==> config.mk <==
export PLATFORM = sky130hd
export DESIGN_NAME = rx_iod_multilane_bit_align
export DESIGN_NICKNAME = d
export VERILOG_FILES = /design/src/rtl/rx_iod_multilane_bit_align.sv
export SDC_FILE = /design/constraint.sdc
export NUM_CORES = 1
export LEC_CHECK = 0
export ABC_AREA = 1
export CAP_MARGIN = 20
export CORE_ASPECT_RATIO = 0.5
export CORE_MARGIN = 2
export CORE_UTILIZATION = 30
export CTS_CLUSTER_DIAMETER = 120
export DETAILED_ROUTE_END_ITERATION = 12
export DONT_BUFFER_PORTS = 1
export GPL_ROUTABILITY_DRIVEN = 0
export PLACE_DENSITY_LB_ADDON = 0.05
export RECOVER_POWER = 50
export SETUP_SLACK_MARGIN = 0.2
export SYNTH_ARGS = -nofsm -noshare
export SYNTH_HDL_FRONTEND = slang
export SYNTH_SLANG_ARGS = --single-unit
==> constraint.sdc <==
create_clock -name SCLK -period 4.3 [get_ports SCLK]
set_input_delay 0.43 -clock SCLK [delete_from_list [all_inputs] [get_ports SCLK]]
set_output_delay 0.43 -clock SCLK [all_outputs]
set_load 0.01 [all_outputs]
==> src/rtl/rx_iod_multilane_bit_align.sv <==
// Multi-lane IOD bit-alignment trainer: sweeps each lane's tap range and parks it at the centre of its widest clean window.
// Optional macro RX_ALGN_TRACK_EN adds continuous +/-2 tap tracking of passing lanes while in DONE.
module rx_iod_multilane_bit_align #(
  parameter int unsigned NUM_LANES          = 4,
  parameter int unsigned TAP_CNT_WIDTH      = 8,
  parameter int unsigned TAP_WAIT_CNT_WIDTH = 3,
  parameter int unsigned MIN_WINDOW         = 10
) (
  input  logic                                SCLK,
  input  logic                                RESET,
  input  logic                                PLL_LOCK,
  input  logic                                ALGN_RSTRT,
  input  logic                                ALGN_HOLD,
  input  logic                                ALGN_SKIP,
  input  logic [NUM_LANES-1:0]                IOD_EARLY,
  input  logic [NUM_LANES-1:0]                IOD_LATE,
  input  logic [NUM_LANES-1:0]                IOD_OOR,
  output logic [NUM_LANES-1:0]                ALGN_CLR_FLGS,
  output logic [NUM_LANES-1:0]                ALGN_LOAD,
  output logic [NUM_LANES-1:0]                ALGN_MOVE,
  output logic [NUM_LANES-1:0]                ALGN_DIR,
  output logic [NUM_LANES*TAP_CNT_WIDTH-1:0]  LANE_TAPDLY,
  output logic                                ALGN_START,
  output logic                                ALGN_DONE,
  output logic                                ALGN_ERR,
  output logic [NUM_LANES-1:0]                ALGN_ERR_LANE,
  output logic                                ALGN_OOR
);

  localparam int unsigned W  = TAP_CNT_WIDTH;
  localparam int unsigned WW = TAP_CNT_WIDTH + 1;
  localparam int unsigned SW = TAP_WAIT_CNT_WIDTH;
  localparam int unsigned LW = (NUM_LANES > 1) ? $clog2(NUM_LANES) : 1;
  localparam logic [W-1:0]  TAP_MAX = '1;
  localparam logic [WW-1:0] MIN_WIN = WW'(MIN_WINDOW);
  localparam logic [LW-1:0] LAST_LANE = LW'(NUM_LANES - 1);

  typedef enum logic [3:0] {
    ST_WAIT_LOCK, ST_LOAD, ST_CLR, ST_SETTLE, ST_SAMPLE,
    ST_STEP, ST_CENTER, ST_NEXT_LANE, ST_DONE
  } state_t;

  state_t                      state_q, state_d;
  logic [LW-1:0]               lane_q, lane_d;
  logic                        lock_q, lock_d;
  logic [SW-1:0]               wait_q, wait_d;
  logic [NUM_LANES-1:0][W-1:0] tap_q, tap_d;
  logic [W-1:0]                cur_start_q, cur_start_d, best_start_q, best_start_d;
  logic [WW-1:0]               cur_len_q, cur_len_d, best_len_q, best_len_d;
  logic [NUM_LANES-1:0]        clr_q, clr_d, load_q, load_d, move_q, move_d, dir_q, dir_d;
  logic [NUM_LANES-1:0]        err_lane_q, err_lane_d;
  logic                        oor_q, oor_d, start_q, start_d, done_q, done_d, err_q, err_d;
`ifdef RX_ALGN_TRACK_EN
  logic [NUM_LANES-1:0][W-1:0] center_q, center_d;
  logic [LW-1:0]               trk_lane_q, trk_lane_d;
  logic [1:0]                  trk_ph_q, trk_ph_d;
`endif

  // Next-state and next-output logic; lock loss beats hold, hold beats everything else.
  always_comb begin
    logic [W-1:0]  target;
    logic [W-1:0]  cs;
    logic [WW-1:0] cl;
`ifdef RX_ALGN_TRACK_EN
    logic [LW-1:0] idx, nl;
    logic          found;
    logic [WW-1:0] t_ext, c_ext;
`endif
    state_d      = state_q;
    lane_d       = lane_q;
    lock_d       = PLL_LOCK;
    wait_d       = wait_q;
    tap_d        = tap_q;
    cur_start_d  = cur_start_q;
    cur_len_d    = cur_len_q;
    best_start_d = best_start_q;
    best_len_d   = best_len_q;
    clr_d        = '0;
    load_d       = '0;
    move_d       = '0;
    dir_d        = dir_q;
    err_lane_d   = err_lane_q;
    oor_d        = oor_q;
    target       = best_start_q + W'((best_len_q - WW'(1)) >> 1);
    cs           = cur_start_q;
    cl           = cur_len_q;
`ifdef RX_ALGN_TRACK_EN
    center_d     = center_q;
    trk_lane_d   = trk_lane_q;
    trk_ph_d     = trk_ph_q;
    idx          = trk_lane_q;
    nl           = trk_lane_q;
    found        = 1'b0;
    t_ext        = {1'b0, tap_q[trk_lane_q]};
    c_ext        = {1'b0, center_q[trk_lane_q]};
`endif

    if (!PLL_LOCK && (state_q != ST_WAIT_LOCK)) begin
      state_d      = ST_WAIT_LOCK;
      lane_d       = '0;
      lock_d       = 1'b0;
      wait_d       = '0;
      cur_start_d  = '0;
      cur_len_d    = '0;
      best_start_d = '0;
      best_len_d   = '0;
      dir_d        = '0;
      err_lane_d   = '0;
      oor_d        = 1'b0;
`ifdef RX_ALGN_TRACK_EN
      center_d     = '0;
      trk_lane_d   = LAST_LANE;
      trk_ph_d     = '0;
`endif
    end else if (ALGN_HOLD) begin
      lock_d = lock_q;
    end else begin
      case (state_q)
        ST_WAIT_LOCK: begin
          if (PLL_LOCK && lock_q) begin
            lane_d  = '0;
            state_d = ALGN_SKIP ? ST_DONE : ST_LOAD;
          end
        end
        ST_LOAD: begin
          load_d[lane_q] = 1'b1;
          tap_d[lane_q]  = '0;
          cur_start_d    = '0;
          cur_len_d      = '0;
          best_start_d   = '0;
          best_len_d     = '0;
          state_d        = ST_CLR;
        end
        ST_CLR: begin
          clr_d[lane_q] = 1'b1;
          wait_d        = '0;
          state_d       = ST_SETTLE;
        end
        ST_SETTLE: begin
          if (wait_q == '1) state_d = ST_SAMPLE;
          else              wait_d  = wait_q + SW'(1);
        end
        ST_SAMPLE: begin
          if (!IOD_EARLY[lane_q] && !IOD_LATE[lane_q]) begin
            cs          = (cur_len_q == '0) ? tap_q[lane_q] : cur_start_q;
            cl          = cur_len_q + WW'(1);
            cur_start_d = cs;
            cur_len_d   = cl;
            // strict compare keeps the earlier window on a tie
            if (cl > best_len_q) begin
              best_start_d = cs;
              best_len_d   = cl;
            end
          end else begin
            cur_len_d = '0;
          end
          if (IOD_OOR[lane_q]) oor_d = 1'b1;
          state_d = (IOD_OOR[lane_q] || (tap_q[lane_q] == TAP_MAX)) ? ST_CENTER : ST_STEP;
        end
        ST_STEP: begin
          move_d[lane_q] = 1'b1;
          dir_d[lane_q]  = 1'b1;
          tap_d[lane_q]  = tap_q[lane_q] + W'(1);
          state_d        = ST_CLR;
        end
        ST_CENTER: begin
          if (best_len_q >= MIN_WIN) begin
            if (tap_q[lane_q] != target) begin
              move_d[lane_q] = 1'b1;
              dir_d[lane_q]  = 1'b0;
              tap_d[lane_q]  = tap_q[lane_q] - W'(1);
            end else begin
`ifdef RX_ALGN_TRACK_EN
              center_d[lane_q] = tap_q[lane_q];
`endif
              state_d = ST_NEXT_LANE;
            end
          end else begin
            err_lane_d[lane_q] = 1'b1;
            load_d[lane_q]     = 1'b1;
            tap_d[lane_q]      = '0;
            state_d            = ST_NEXT_LANE;
          end
        end
        ST_NEXT_LANE: begin
          if (lane_q == LAST_LANE) begin
            lane_d  = '0;
            state_d = ST_DONE;
          end else begin
            lane_d  = lane_q + LW'(1);
            state_d = ST_LOAD;
          end
        end
        ST_DONE: begin
          if (ALGN_RSTRT) begin
            lane_d     = '0;
            err_lane_d = '0;
            oor_d      = 1'b0;
            state_d    = ST_LOAD;
`ifdef RX_ALGN_TRACK_EN
            trk_lane_d = LAST_LANE;
            trk_ph_d   = '0;
`endif
          end else begin
`ifdef RX_ALGN_TRACK_EN
            // round-robin over passing lanes: clear flags, settle, then nudge within +/-2 of centre
            case (trk_ph_q)
              2'd0: begin
                for (int i = 0; i < int'(NUM_LANES); i++) begin
                  idx = (idx == LAST_LANE) ? '0 : idx + LW'(1);
                  if (!found && !err_lane_q[idx]) begin
                    nl    = idx;
                    found = 1'b1;
                  end
                end
                if (found) begin
                  trk_lane_d = nl;
                  clr_d[nl]  = 1'b1;
                  wait_d     = '0;
                  trk_ph_d   = 2'd1;
                end
              end
              2'd1: begin
                if (wait_q == '1) trk_ph_d = 2'd2;
                else              wait_d   = wait_q + SW'(1);
              end
              default: begin
                if (IOD_EARLY[trk_lane_q] && !IOD_LATE[trk_lane_q] &&
                    (t_ext < c_ext + WW'(2)) && (tap_q[trk_lane_q] != TAP_MAX)) begin
                  move_d[trk_lane_q] = 1'b1;
                  dir_d[trk_lane_q]  = 1'b1;
                  tap_d[trk_lane_q]  = tap_q[trk_lane_q] + W'(1);
                end else if (IOD_LATE[trk_lane_q] && !IOD_EARLY[trk_lane_q] &&
                             (t_ext + WW'(2) > c_ext) && (tap_q[trk_lane_q] != '0)) begin
                  move_d[trk_lane_q] = 1'b1;
                  dir_d[trk_lane_q]  = 1'b0;
                  tap_d[trk_lane_q]  = tap_q[trk_lane_q] - W'(1);
                end
                trk_ph_d = 2'd0;
              end
            endcase
`endif
          end
        end
        default: state_d = ST_WAIT_LOCK;
      endcase
    end

    start_d = (state_d != ST_WAIT_LOCK) && (state_d != ST_DONE);
    done_d  = (state_d == ST_DONE);
    err_d   = done_d && (|err_lane_d);
  end

  // State and registered outputs; taps survive lock loss but not reset.
  always_ff @(posedge SCLK) begin
    if (RESET) begin
      state_q      <= ST_WAIT_LOCK;
      lane_q       <= '0;
      lock_q       <= 1'b0;
      wait_q       <= '0;
      tap_q        <= '0;
      cur_start_q  <= '0;
      cur_len_q    <= '0;
      best_start_q <= '0;
      best_len_q   <= '0;
      clr_q        <= '0;
      load_q       <= '0;
      move_q       <= '0;
      dir_q        <= '0;
      err_lane_q   <= '0;
      oor_q        <= 1'b0;
      start_q      <= 1'b0;
      done_q       <= 1'b0;
      err_q        <= 1'b0;
`ifdef RX_ALGN_TRACK_EN
      center_q     <= '0;
      trk_lane_q   <= LAST_LANE;
      trk_ph_q     <= '0;
`endif
    end else begin
      state_q      <= state_d;
      lane_q       <= lane_d;
      lock_q       <= lock_d;
      wait_q       <= wait_d;
      tap_q        <= tap_d;
      cur_start_q  <= cur_start_d;
      cur_len_q    <= cur_len_d;
      best_start_q <= best_start_d;
      best_len_q   <= best_len_d;
      clr_q        <= clr_d;
      load_q       <= load_d;
      move_q       <= move_d;
      dir_q        <= dir_d;
      err_lane_q   <= err_lane_d;
      oor_q        <= oor_d;
      start_q      <= start_d;
      done_q       <= done_d;
      err_q        <= err_d;
`ifdef RX_ALGN_TRACK_EN
      center_q     <= center_d;
      trk_lane_q   <= trk_lane_d;
      trk_ph_q     <= trk_ph_d;
`endif
    end
  end

  assign ALGN_CLR_FLGS = clr_q;
  assign ALGN_LOAD     = load_q;
  assign ALGN_MOVE     = move_q;
  assign ALGN_DIR      = dir_q;
  assign LANE_TAPDLY   = tap_q;
  assign ALGN_START    = start_q;
  assign ALGN_DONE     = done_q;
  assign ALGN_ERR      = err_q;
  assign ALGN_ERR_LANE = err_lane_q;
  assign ALGN_OOR      = oor_q;

endmodule
==> results_tabular.tex <==
\begin{tabular}{lr}
\hline
Metric & Value \\
\hline
\multicolumn{2}{l}{\textbf{Floorplan}} \\
Top-level port count & 74 \\
Number of standard-cell rows in the floorplan & 38 \\
Effective utilization at floorplan & 30.7\% \\
Height of the chip & 110 microns \\
Die width & 215 microns \\
Core area & 21800 sq um \\
Overall die area & 23600 sq um \\
\multicolumn{2}{l}{\textbf{Power and ir drop}} \\
Leakage & 3.15 nW \\
Sw frac & 37.5\% \\
Power per cell area & 338 nW/um\^{}2 \\
Switching power & 0.919 mW \\
Relative contribution of sequential cells to total power & 40.8\% \\
Cell-internal power & 1.53 mW \\
Proportion of power drawn by combinational gates & 25.9\% \\
Worst supply voltage drop on vdd & 0.198 mV \\
Clock share of power & 33.3\% \\
\multicolumn{2}{l}{\textbf{Hold path}} \\
Path class of the lowest-slack min-delay path & input pin to flop \\
Number of cells on the worst hold path & 1 \\
\multicolumn{2}{l}{\textbf{GRT}} \\
Overall overflow remaining after global route & 0 \\
Global-route wire length before repair & 37900 microns \\
Most used routing layer in global routing & met2 \\
Met3 track demand over resource in global routing & 6.00\% \\
Pin count of the biggest net entering global routing & 41 \\
Overall fraction of global-route tracks in use & 21.1\% \\
Met2 demand-to-capacity share in global routing & 32.3\% \\
Via count of the first global-routing pass & 6570 \\
Met1 usage & 29.0\% \\
Initial antenna violation count & 0 \\
\multicolumn{2}{l}{\textbf{Place}} \\
Number of input and output port buffers inserted & 0 \\
Half-perimeter wire length after detailed placement & 17800 microns \\
Instance area at placement & 6960 sq um \\
Post-Place Worst Slack & 658 ps \\
\multicolumn{2}{l}{\textbf{Status}} \\
Result of the run & complete, but fails checks \\
Violated checks & max-capacitance violations, max-slew violations \\
\multicolumn{2}{l}{\textbf{Clock network}} \\
Worst-case clock buffer depth & 2 \\
TritonCTS clock tree & done \\
CTS resizes & 0 \\
TritonCTS Sinks & 100 \\
Number of hold buffers added after cts & 0 \\
CTS HTree Levels & 3 \\
Clock slew seen by the registers of the worst setup and hold paths & 80 ps \\
Clock latency on the worst-skew pair & 390 ps \\
Root cell of the clock tree & clkbuf\_16 \\
Post-CTS Setup Inserts & 0 \\
Number of CTS-inserted buffers & 9 \\
\multicolumn{2}{l}{\textbf{Setup path}} \\
Category of the worst setup path launch point & flop \\
R2R setup slack & 510 ps \\
Worst R2R Path Depth & 15 \\
Maximum net fanout on the critical path & 31 \\
Data arrival at the endpoint of the critical path & 4080 ps \\
Setup CP Type & flop to flop \\
Endpoint class of the critical path & flop \\
Req. time, crit path & 4580 ps \\
\multicolumn{2}{l}{\textbf{Run}} \\
Number of maximum-capacitance violations & 1 \\
\multicolumn{2}{l}{\textbf{Cells and area}} \\
Antenna cells & 0 \\
Syn-to-layout area delta & 8.33\% \\
Fraction of final layout cells with drive strength greater than 1 & 4.31\% \\
Fill cell count & 2454 \\
Area taken by flip-flops and latches & 2000 sq um \\
Net count, final & 1111 \\
Area occupied by multi-input gates & 4080 sq um \\
Post-route cell area & 7240 sq um \\
\multicolumn{2}{l}{\textbf{Detailed routing}} \\
Drc violations & 0 \\
Routed wire length per instance & 17.7 microns \\
First-pass iteration count of the detailed router & 5 \\
Final wirelength & 24200 microns \\
Via count & 6914 \\
Number of routed nets with antenna violations & 0 \\
DRT iter0 DRCs & 476 \\
Detailed-route vias per instance & 5.05 \\
\multicolumn{2}{l}{\textbf{Timing}} \\
Final count of negative-setup-slack endpoints & 0 \\
Worst-case setup margin in the final layout & 507 ps \\
Max Fclk & 264 MHz \\
Share of the cycle needed by the critical path after routing & 88.2\% \\
Relative max-transition margin & -36.2\% \\
Shortest period the worst path allows & 3790 ps \\
RSZ-0062 raised after global routing & false \\
Worst Skew & 10.2 ps \\
Hold violation total from the final report & 0 \\
Max Slew Vio Count & 41 \\
Least-Margin Pin Slew & 2040 ps \\
Setup TNS after final layout & 0 ps \\
\multicolumn{2}{l}{\textbf{Synth}} \\
Dominant cells by area after synthesis & dfxtp\_1 30\%, nand2\_1 15\%, nor2\_1 10\% \\
Commonest cells in the netlist & 271 x nand2\_1, 185 x nor2\_1, 113 x inv\_1 \\
Asr flop ratio synth & 0\% \\
Cell taking the most area after synthesis & dfxtp\_1 \\
Average footprint of a synthesized cell & 6.19 sq um \\
EDFF count, synth & 0 \\
Top-area cell type share of the netlist area & 29.9\% \\
Netlist area before placement & 6690 sq um \\
Sequential element share of the synthesized area & 29.9\% \\
Net count after synthesis & 1128 \\
Synthesis Warnings & 0 \\
Unique cell type count in the Yosys netlist & 46 \\
Flip-flop and latch count after synthesis & 100 \\
Gate count after technology mapping & 1080 \\
Flip-flop cell with the highest count after synthesis & dfxtp\_1 \\
Most frequent cell after synthesis & nand2\_1 \\
\hline
\end{tabular}
-- worst max-delay path, cell delays in order, from the launching register on --
cell and delay, ps:
dfxtp_1 340, clkbuf_1 1000, nand2_1 190, nand2_1 140
nand2_1 70, nand2_1 290, nand2_1 80, nand2_1 80
xor2_1 250, nor2_4 70, nand3_4 230, nand2_4 210
inv_2 470, nand2_1 100, nand2_1 80, nor2_1 50
-- power groups by stage --
stage	Clock [mW]	Combinational, mW	Sequential, mW
final	0.815	0.635	0.999
after global routing	0.876	0.719	1.00
after CTS	0.846	0.630	1.00
after detailed placement	0	0.627	1.02
after global placement	0	0.627	1.02
after floorplan	0	0.463	1.01
-- placed cells by master (no fill, tap or decap), types with 5 or more instances in the layout --
master and count:
o22ai_1 8, nor3_1 13, ha_1 29, xor2_1 14
o21a_1 9, dfxtp_1 100, a22oi_1 11, nand4_1 17
nand3_1 98, a21oi_1 66, nand2_2 6, nor2_1 185
inv_1 114, o21ai_0 51, nand2_1 271, clkbuf_16 9
inv_2 6, o21ai_1 5
-- flip-flops by register name, indices dropped and copies added (netlist names), 2 cells and up, named ones only --
| signal | flops |
|---|---|
| best_start_q | 8 |
| ALGN_MOVE | 4 |
| cur_len_q | 9 |
| LANE_TAPDLY | 32 |
| lane_q | 2 |
| cur_start_q | 8 |
| state_q | 4 |
| ALGN_LOAD | 4 |
| best_len_q | 9 |
| ALGN_CLR_FLGS | 4 |
| ALGN_ERR_LANE | 4 |
| wait_q | 3 |
-- kinds of logic (layout without fill, tap and decap cells) --
family,count (synthesis),count (layout),share of synthesized area (%)
flip-flops,100,100,29.9
AND/OR/NAND/NOR,607,607,38.4
AO/OA/AOI/OAI,171,171,14.7
adder cells (fa/ha/maj),30,30,5.73
buffers and inverters,157,145,9.30
XOR/XNOR,15,15,1.96
-- area by class of cell --
type	instances	share of cell area [%]
multi-input cells	823	56.3
flip-flops and latches	100	27.6
inverters	121	6.27
well taps	300	5.18
clock buffers	9	3.11
repair buffers	8	0.777
clock inverters	7	0.726
-- worst paths after layout --
path	startpoint	end
min reg2reg	best_start_q[6]	best_start_q[6]
max	lane_q[0]	LANE_TAPDLY[30]
min	RESET	LANE_TAPDLY[8]
max reg2reg	lane_q[0]	LANE_TAPDLY[30]
-- metrics by stage --
step / util, % / std cells / power [mW] / hold slack [ps]
2_1_floorplan: - / 1080 / 1.47 / 436
4_1_cts: 33.2 / 1367 / 2.48 / 93.1
3_5_place_dp: 32.0 / 1351 / 1.65 / 457
6_report: 33.3 / 1368 / 2.45 / 111
5_1_grt: 33.3 / 1368 / 2.60 / 88.6
3_3_place_gp: 32.0 / 1351 / 1.65 / 444
-- per-layer routing --
layer	up-vias	share of wire, %
met4	0	1.8
li1	3485	-
met2	212	41
met5	-	0
met1	3185	50
met3	32	6.8
Note: power is estimated with default switching activity, not from simulation.
